**src/rtl/sw_led_ctrl.sv**
```systemverilog
// sw_led_ctrl: switch-to-LED controller for the board I/O layer.
// Each channel synchronises and debounces its slide switch, emits a one-cycle
// rising-edge pulse, and drives its LED in one of four modes selected by MODE:
//   00 direct, 01 toggle-latch, 10 blink, 11 invert.
// Optional feature: define LED_DIM_EN to add a 16-step PWM dimmer (DIM_DUTY/16)
// on the final LED drive. Without it, LED is the mode output directly.
module sw_led_ctrl #(
  parameter int N               = 16,
  parameter int DEBOUNCE_CYCLES = 1000000,
`ifdef LED_DIM_EN
  parameter int DIM_DUTY        = 4,
`endif
  parameter int BLINK_DIV       = 50000000
) (
  input  logic         CLK,
  input  logic         RST,
  input  logic [N-1:0] SW,
  input  logic [1:0]   MODE,
  output logic [N-1:0] LED,
  output logic [N-1:0] SW_STABLE,
  output logic [N-1:0] SW_RISE
);

  localparam int DBW = $clog2(DEBOUNCE_CYCLES);
  localparam int BKW = $clog2(BLINK_DIV);
  localparam logic [DBW-1:0] DB_LAST = DBW'(DEBOUNCE_CYCLES - 1);
  localparam logic [BKW-1:0] BK_LAST = BKW'(BLINK_DIV - 1);

  logic [N-1:0]   sw_s1, sw_s2;
  logic [1:0]     mode_s1, mode_s2;
  logic [DBW-1:0] db_cnt [N];
  logic [N-1:0]   stable_q;
  logic [N-1:0]   rise_q;
  logic [N-1:0]   toggle_q;
  logic [BKW-1:0] blink_cnt;
  logic           blink_phase;
  logic [N-1:0]   mode_led;
  logic [N-1:0]   led_next;

  // Two-flop synchronisers for the raw switches and the mode select
  always_ff @(posedge CLK) begin
    if (RST) begin
      sw_s1   <= '0;
      sw_s2   <= '0;
      mode_s1 <= '0;
      mode_s2 <= '0;
    end else begin
      sw_s1   <= SW;
      sw_s2   <= sw_s1;
      mode_s1 <= MODE;
      mode_s2 <= mode_s1;
    end
  end

  // Per-channel debounce: a disagreement must persist for DEBOUNCE_CYCLES
  // consecutive cycles; any agreement restarts the count. The rise pulse is
  // raised on the same edge the stable state first becomes 1.
  always_ff @(posedge CLK) begin
    if (RST) begin
      for (int i = 0; i < N; i++) db_cnt[i] <= '0;
      stable_q <= '0;
      rise_q   <= '0;
    end else begin
      for (int i = 0; i < N; i++) begin
        rise_q[i] <= 1'b0;
        if (sw_s2[i] == stable_q[i]) begin
          db_cnt[i] <= '0;
        end else if (db_cnt[i] == DB_LAST) begin
          stable_q[i] <= sw_s2[i];
          rise_q[i]   <= sw_s2[i];
          db_cnt[i]   <= '0;
        end else begin
          db_cnt[i] <= db_cnt[i] + 1'b1;
        end
      end
    end
  end

  // Toggle latches flip on a rise pulse only while the synced mode is 01;
  // they hold across every other mode so the latched state survives mode hops
  always_ff @(posedge CLK) begin
    if (RST) begin
      toggle_q <= '0;
    end else begin
      toggle_q <= toggle_q ^ (rise_q & {N{mode_s2 == 2'b01}});
    end
  end

  // Free-running blink divider shared by all channels; phase flips on wrap
  always_ff @(posedge CLK) begin
    if (RST) begin
      blink_cnt   <= '0;
      blink_phase <= 1'b0;
    end else if (blink_cnt == BK_LAST) begin
      blink_cnt   <= '0;
      blink_phase <= ~blink_phase;
    end else begin
      blink_cnt <= blink_cnt + 1'b1;
    end
  end

  // LED source selected by the synced mode
  always_comb begin
    mode_led = '0;
    case (mode_s2)
      2'b00:   mode_led = stable_q;
      2'b01:   mode_led = toggle_q;
      2'b10:   mode_led = stable_q & {N{blink_phase}};
      default: mode_led = ~stable_q;
    endcase
  end

`ifdef LED_DIM_EN
  logic [3:0] pwm_cnt;

  // 16-step PWM counter; LED is enabled for the first DIM_DUTY steps
  always_ff @(posedge CLK) begin
    if (RST) pwm_cnt <= '0;
    else     pwm_cnt <= pwm_cnt + 4'd1;
  end

  // Gate the mode output with the PWM duty window
  always_comb begin
    led_next = mode_led & {N{pwm_cnt < 4'(DIM_DUTY)}};
  end
`else
  // Mode output drives the LED register directly
  always_comb begin
    led_next = mode_led;
  end
`endif

  // Registered LED drive so a mode change yields at most one clean update
  always_ff @(posedge CLK) begin
    if (RST) LED <= '0;
    else     LED <= led_next;
  end

  assign SW_STABLE = stable_q;
  assign SW_RISE   = rise_q;

endmodule

```
**config.mk**
```make
export PLATFORM = sky130hd
export DESIGN_NAME = sw_led_ctrl
export DESIGN_NICKNAME = d
export VERILOG_FILES = /design/src/rtl/sw_led_ctrl.sv
export SDC_FILE = /design/constraint.sdc
export NUM_CORES = 1
export LEC_CHECK = 0
export CORE_ASPECT_RATIO = 0.6
export CORE_MARGIN = 4
export CORE_UTILIZATION = 30
export DETAILED_ROUTE_END_ITERATION = 8
export GPL_TIMING_DRIVEN = 0
export SYNTH_ARGS = -nofsm -noshare
export SYNTH_HDL_FRONTEND = slang
export SYNTH_SLANG_ARGS = --single-unit
export TNS_END_PERCENT = 50
```
**constraint.sdc**
```tcl
create_clock -name CLK -period 2.3 [get_ports CLK]
set_clock_uncertainty 0.1 [all_clocks]
set_input_delay 0.46 -clock CLK [delete_from_list [all_inputs] [get_ports CLK]]
set_output_delay 0.46 -clock CLK [all_outputs]
set_load 0.02 [all_outputs]
```
* Word-level counts from Yosys, hierarchy flattened
Memories as Yosys holds them, arrays and structs flattened. Index checks and enable logic that the tools add are counted.
Word-level totals: bits in registers 127, memory bits (writable) 320, memories kept 1
Memory list:
- db_cnt | words 16, bits a word 20, read ports 16, clocked after memory_dff 0, wr ports 16, line 31 | logic [DBW-1:0] db_cnt [N];
Cells by class: add/sub/neg operators 17, eq/ne operators 35, multiplexer cells 227, bitwise operators 85, reductions and logical operators 34
Operators with widths (number):
- 20-bit 2-to-1 mux | 48
- 20-bit by 1-bit adder with 20-bit output (second input constant) | 16
- 20-bit equality test (second input constant) | 16
- 1-bit 2-to-1 mux | 178
- 1-bit bitwise OR | 48
- 16-bit one-hot mux with 3 select lines | 1
- 3-bit OR reduction | 16
- 1-bit inverter | 33
- 16-bit bitwise AND | 2
- 2-bit AND reduction | 16
- 26-bit by 1-bit adder with 26-bit output (second input constant) | 1
- 26-bit equality test (second input constant) | 1
- 1-bit equality test | 16
- 16-bit inverter | 1
- 16-bit XOR | 1
- 2-bit by 1-bit equality test with 1-bit output (second input constant) | 1
- 2-bit equality test (second input constant) | 1
- 2-bit logical NOT | 1
- 2-bit OR reduction | 1

* Longest topological paths before layout
Gate-level depths: netlist of run 1.
word-level depth 7, mapped depth 7, gate-level depth less buffers 5

* Worst setup path after synthesis of run 1
No wires, ideal clock.
path kind register to register, start point mem db_cnt[1][91] (netlist bit), end point mem db_cnt[1][88] (netlist bit) (data pin), setup time 0.254 ns, arrival time 1.975 ns, required time 1.946 ns, setup slack -0.030 ns, cell stages (with the launch flop) 6, path buffers 1, clock period less this slack 2.330 ns, cell sequence edfxtp_1 > or4_1 > or4_1 > o21ai_2 > buf_6 > nor2_1
RTL lines (line):
- from (decl) | 31

==> results by group, run 1 <==
Run status
  • Run status: finished with violations
  • Failing checks: negative setup slack

Setup path
  • WP data required: 2.53 ns
  • Critical path endpoint category: flip-flop
  • Startpoint types: flip-flop
  • Crit Path Class: reg2reg
  • Worst-path fanout max: 5
  • Worst EP arrival: 2.61 ns

Placed design
  • I/O Buffers: 67
  • GP Congestion: 0.832
  • DP Wirelength: 39200 µm
  • Worst slack, placed: -1.56 ns
  • Placed cell area: 25800 µm²
  • Dpl cells: 3626

Global routing
  • Vias in the first global route: 16100
  • All-Layer GR Usage: 0.136
  • Largest net degree at the start of global routing: 16
  • First-pass GRT wire length: 88700 µm
  • Initial antenna violation count: 1
  • Grt ovf: 0

Clock tree
  • Root buffer cell: clkbuf_16
  • CTS buffer count: 44
  • CTS tree: done
  • Clock Pin Slew Worst Setup and Hold Paths: 0.06 ns
  • Clk sinks: 447
  • H-Tree Depth: 2
  • Clk_lat worst skew: 0.58 ns
  • Clk buf depth: 3

Logic synthesis
  • Synth top area share: 0.424
  • Synth Instances: 2253
  • Most used DFF post-synth: edfxtp_1
  • Synthesis-stage register bit count: 447
  • Leading area contributor after synthesis: edfxtp_1
  • YS warnings: 0
  • Yosys cell types: 51
  • Post-synthesis async set-or-reset flop share: 0
  • Synth Cell Area: 22700 µm²
  • Synth Area per Inst: 10.1 µm²
  • Top cells by count, synth: nor2_1, edfxtp_1, xnor2_1
  • Post-synthesis sequential area ratio: 0.536
  • Count leader, synth: nor2_1
  • Area contributors post-synth: edfxtp_1, dfxtp_1, xnor2_1
  • EDFF count, synth: 320

Finish
  • Multi-input logic area: 11600 µm²
  • N_diodes: 0
  • Final instance area: 28500 µm²
  • Layout cell share with drive strength beyond 1: 0.118
  • Nets@finish: 2816
  • Fill cell count: 7409
  • Layout area overhead: 25.6%
  • Non-Filler Instances: 3802
  • Register area: 12200 µm²

Drt
  • Detail Route Antenna Nets: 0
  • WL per Instance: 14.7 µm
  • Number of DRC violations after detailed-routing iteration 0: 1431
  • Vias: 17900
  • WL final: 56000 µm
  • Detailed-route DRC error count: 0
  • Vias per std cell: 4.72
  • DRT Pass-1 Iters: 5

Die
  • Core area: 74300 µm²
  • Die Y: 221 µm
  • I/O Pins: 68
  • Die area: 80200 µm²
  • Die W: 363 µm
  • Row count: 77
  • Initial core utilization: 0.305

Pwr
  • Sw power: 4.13 mW
  • Internal power: 13.3 mW
  • Sequential power share: 0.527
  • Net Sw Frac: 0.237
  • Leakage Power: 9.60 nW
  • Power Total: 17.4 mW
  • P per Cell Area: 613 nW/µm²
  • Clock share of power: 0.421
  • Comb power frac: 0.052
  • Peak VDD IR: 0.503 mV

Timing
  • Fin. Hold Viols: 0
  • Normalized max-slew margin: 0.405
  • Fmax: 420 MHz
  • Final setup violation count: 53
  • RSZ-0062 raised after global routing: true
  • Min Tclk post-route: 2.38 ns
  • Slack of the critical path: -0.0785 ns
  • Slew Viols, Final: 0
  • Final period utilization: 1.03
  • Worst-Margin Slew: 0.892 ns
  • Hold_ws: 0.334 ns

Run
  • Max Cap Viol: 0

Min path
  • Hold Path Class: reg2reg
## critical path, stage by stage (launching register included)
cell and delay [ns]:
edfxtp_1 0.39, or4bb_1 0.56, or4_4 0.56, o21ai_4 0.27, buf_6 0.20, nor2_2 0.05
## cells in the final DEF, fill, tap and decap left out, types with 12 or more instances in the layout
master             n
nand4_1           80
buf_4             85
edfxtp_1         320
nand3_1          138
nand2_1          135
a21oi_2           16
nor2_2            21
nand2b_1          16
dfxtp_1          124
nor4b_1           16
nor3_1            46
clkbuf_2          19
or4_4             15
a31oi_1           16
clkdlybuf4s50_1   51
and3_1            38
xor2_1            81
nor4_1            51
inv_1             53
ha_1              12
conb_1           320
a21oi_1          104
o21ai_0           94
and4_1            21
o31ai_1           39
xnor2_1          160
buf_6             21
nor2b_1           40
clkbuf_1          37
clkbuf_16         49
nor2_1           308
or4_1             47
or2_2             17
or3_1             80
## cell families (layout without fill, tap and decap cells)
| logic type | after synthesis | count (layout) | share of synthesized area |
|---|---|---|---|
| and+or+nand+nor | 1134 | 1134 | 0.265 |
| DFF | 447 | 447 | 0.536 |
| AOI/OAI and AO/OA | 290 | 290 | 0.0742 |
| xor gates and xnor gates | 241 | 241 | 0.0931 |
| buffers and inverters | 123 | 366 | 0.0227 |
| adders and majority gates | 17 | 17 | 0.00938 |
| other | 1 | 320 | 0.000165 |
## routing by layer
metal	GRT usage	wire, µm
met2	0.174	20500
met3	0.0360	4310
met1	0.224	30400
met5	0	0
met4	0.0221	744
## power by group through the flow
stage / combinational [mW] / sequential, mW / clock, mW
after floorplan: 0.522 / 9.28 / 0
after global routing: 1.02 / 9.23 / 7.94
after CTS: 0.814 / 9.18 / 7.59
after global placement: 0.717 / 9.37 / 0
after detailed placement: 0.718 / 9.38 / 0
final: 0.905 / 9.19 / 7.35
## final timing paths
check | from | endpoint | slack [ns] | cells after the start
max | db_cnt[0][52] | db_cnt[0][55] | -0.08 | 5
min | sw_s1[6] | sw_s2[6] | 0.33 | 1
max reg2reg | db_cnt[0][52] | db_cnt[0][55] | -0.08 | 5
min reg2reg | sw_s1[6] | sw_s2[6] | 0.33 | 1
## state kept, by name (all words and copies together), names as in the netlist, 2 cells and up
register	count
db_cnt	320
blink_cnt	26
LED	16
SW_RISE	16
SW_STABLE	16
sw_s1	16
sw_s2	16
toggle_q	16
mode_s1	2
mode_s2	2
## repair_timing
item,in CTS,in global routing
hold endpoints to repair,0,0
gates resized for setup,72,119
setup endpoints to repair,414,287
hold buffers,0,0
buffers inserted,52,39
gates cloned,3,3
pin swaps,14,37
## area by class of cell
class | count | share of cell area
buffer | 67 | 0.0134
clock buffer | 62 | 0.0462
clock inverter | 20 | 0.00439
inverter | 53 | 0.00699
multi-input combinational | 2002 | 0.407
sequential | 447 | 0.427
tap | 987 | 0.0434
timing repair buffer | 164 | 0.0517
## metrics by stage
stage / utilization / setup TNS [ns]
6_report: 0.383 / -2.18
5_1_grt: 0.383 / -4.90
3_5_place_dp: 0.347 / -328.59
4_1_cts: 0.374 / -0.373
3_3_place_gp: 0.347 / -341.41
2_1_floorplan: - / -0.294
No activity file was read; power rests on OpenSTA's default activity.
==> inputs of run 2 (changes only) <==
==> constraint.sdc (replaced) <==
create_clock -name CLK -period 2.9 [get_ports CLK]
set_clock_uncertainty 0.1 [all_clocks]
set_input_delay 0.58 -clock CLK [delete_from_list [all_inputs] [get_ports CLK]]
set_output_delay 0.58 -clock CLK [all_outputs]
set_load 0.02 [all_outputs]
==> run 2 against run 1 <==
Core utilization down 1.4 points; setup slack better by 0.30 ns; the flow now finishes without violations; combinational power down 37%; sequential share of layout area up 1.6 points; via count down 3.2%; die area unchanged; hold slack about the same; design area down 3.6%; highest routed layer unchanged; wire length down 4.8%; sequential power down 21%; global-route usage down 0.52 points; critical path depth unchanged.
==> results by group, run 2 (synthesis results as in run 1) <==
Run status
  • Run status: finished, final reports clean

Pwr
  • Net Sw Frac: 0.224
  • Comb power frac: 0.040
  • Sw power: 3.21 mW
  • P per Cell Area: 522 nW/µm²
  • Power Total: 14.3 mW
  • Internal power: 11.1 mW
  • Sequential power share: 0.510
  • Leakage Power: 8.92 nW
  • Clock share of power: 0.450
  • Peak VDD IR: 0.353 mV

Finish
  • Commonest non-fill, non-tap cell in the layout: nor2_1
  • Biggest regs: db_cnt: 320 flops, blink_cnt: 26 flops
  • Nets@finish: 2725
  • Post-layout util: 0.370
  • Layout cell share with drive strength beyond 1: 0.0532
  • Final instance area: 27500 µm²
  • Non-Filler Instances: 3714
  • Fill cell count: 7474
  • Layout area overhead: 21.1%
  • Biggest register: db_cnt
  • Most frequent cells in the layout: nor2_1, edfxtp_1, conb_1
  • Max reg flops: 320

Timing
  • RSZ-0062 raised after global routing: false
  • Hold_ws: 0.335 ns
  • Normalized max-slew margin: 0.326
  • Fmax: 373 MHz
  • Final setup violation count: 0
  • Slack of the critical path: 0.221 ns
  • Fin Setup TNS: 0 ns
  • Slew Viols, Final: 0
  • Worst-Margin Slew: 1.01 ns
  • Fin. Hold Viols: 0
  • Min Tclk post-route: 2.68 ns
  • Final period utilization: 0.924

Setup path
  • Critical path endpoint category: flip-flop
  • R2R Path Start: db_cnt[1][135]
  • Slowest CP cell: buf_1
  • Worst-path fanout max: 10
  • Crit Path Class: in2reg
  • Max stage delay on crit path: 0.73 ns
  • R2R Setup Slk: 0.24 ns
  • Cells along the critical path: clkdlybuf4s50_1 -> clkbuf_2 -> clkbuf_1 -> buf_1 -> nor3_1
  • Worst EP arrival: 2.87 ns
  • Terminus of the critical flop-to-flop path: db_cnt[1][135]
  • R2R depth: 6
  • WP data required: 3.09 ns
  • Startpoint types: input port

Global routing
  • Met3 usage in global routing: 0.0268
  • Met2 Use GR: 0.171
  • First-pass GRT wire length: 85700 µm
  • Gr busiest metal: met1
  • Initial antenna violation count: 0
  • M1 GR Usage: 0.214
  • Vias in the first global route: 15600
  • Largest net degree at the start of global routing: 15
  • Grt ovf: 0
  • All-Layer GR Usage: 0.131

Placed design
  • Placed cell area: 25800 µm²
  • Worst slack, placed: -0.805 ns
  • DP Wirelength: 38900 µm
  • Dpl cells: 3626
  • I/O Buffers: 67
  • GP Congestion: 0.810

Run
  • Max Cap Viol: 0

Min path
  • Hold Path Class: reg2reg
  • Hold Path Cell Cnt: 1
  • Hold Path End: sw_s2[14]
  • Origin of the worst min-delay path: sw_s1[14]

Drt
  • Number of DRC violations after detailed-routing iteration 0: 1322
  • Vias: 17400
  • Vias per std cell: 4.68
  • DRT Pass-1 Iters: 5
  • Detail Route Antenna Nets: 0
  • Detailed-route DRC error count: 0
  • WL final: 53300 µm
  • WL per Instance: 14.3 µm

Clock tree
  • H-Tree Depth: 2
  • CTS buffer count: 47
  • Root buffer cell: clkbuf_16
  • Clock Pin Slew Worst Setup and Hold Paths: 0.06 ns
  • Clk sinks: 447
  • CTS tree: done
  • Clk buf depth: 3
  • Clk_lat worst skew: 0.57 ns
  • Number of post-CTS setup repair buffers: 0

Die
  • Core area: 74300 µm²
  • Die W: 363 µm
  • Initial core utilization: 0.305
  • Die area: 80200 µm²
  • Die Y: 221 µm
  • Row count: 77
  • I/O Pins: 68
==> run 2: cell types whose count changed in the layout (fill, tap and decap cells not counted), moves of 8 or more <==
cell,before,now
clkdlybuf4s50_1,51,67
nor2_1,308,337
a21oi_1,104,120
nor2_2,21,0
clkbuf_2,19,2
a21oi_2,16,0
dlygate4sd2_1,10,0
or4_1,47,57
or4_4,15,5
buf_6,21,5
clkbuf_8,4,12
nor2_4,8,0
buf_4,85,3
clkbuf_1,37,57
==> run 2: cell type report <==
cell class	count	area, µm²	area share
flip-flops and latches	447	12200	0.443
diodes	1	2.50	0.0000911
repair buffers	67	671	0.0244
plain buffers	70	318	0.0116
multi-input cells	2002	11200	0.408
clock buffers	68	1520	0.0555
clock inverters	19	149	0.00542
inverters	53	199	0.00725
well taps	987	1230	0.0450
==> run 2: per-layer routing <==
| layer | vias up | share of wire | routed length [µm] |
|---|---|---|---|
| met2 | 379 | 0.38 | 20000 |
| met4 | 0 | 0.013 | 703 |
| li1 | 8854 | - | - |
| met1 | 8093 | 0.54 | 28900 |
| met5 | - | 0 | 0 |
| met3 | 47 | 0.069 | 3690 |
==> run 2: power by group through the flow <==
stage               registers, mW  logic [mW]  clock network (mW)
floorplan                    7.36       0.413                   0
global placement             7.43       0.558                   0
detailed placement           7.44       0.561                   0
CTS                          7.30       0.566                6.65
global route                 7.34       0.657                6.92
finish                       7.30       0.573                6.45
==> run 2: how the worst max path moves through the flow <==
stage | from | to | slack [ns] | cells past startpoint
after global routing | db_cnt[1][135] | db_cnt[1][127] | 0.009 | 6
after floorplan | db_cnt[1][91] | db_cnt[1][88] | 0.57 | 5
after CTS | db_cnt[0][0] | db_cnt[0][1] | 0.18 | 7
after global placement | RST | SW_STABLE[6] | -0.82 | 5
after detailed placement | RST | SW_STABLE[14] | -0.81 | 5
final | RST | db_cnt[0][144] | 0.22 | 5
==> run 2: repair_timing <==
action                                  CTS  global route
gates resized for setup                   2             1
endpoints found under the setup margin   47            10
cloned                                    0             0
hold buffers                              0             0
==> run 2: worst max-delay path, delay by kind of cell <==
family,cells,cell delay (ns)
buf+inv,4,2.14
simple gates,1,0.13
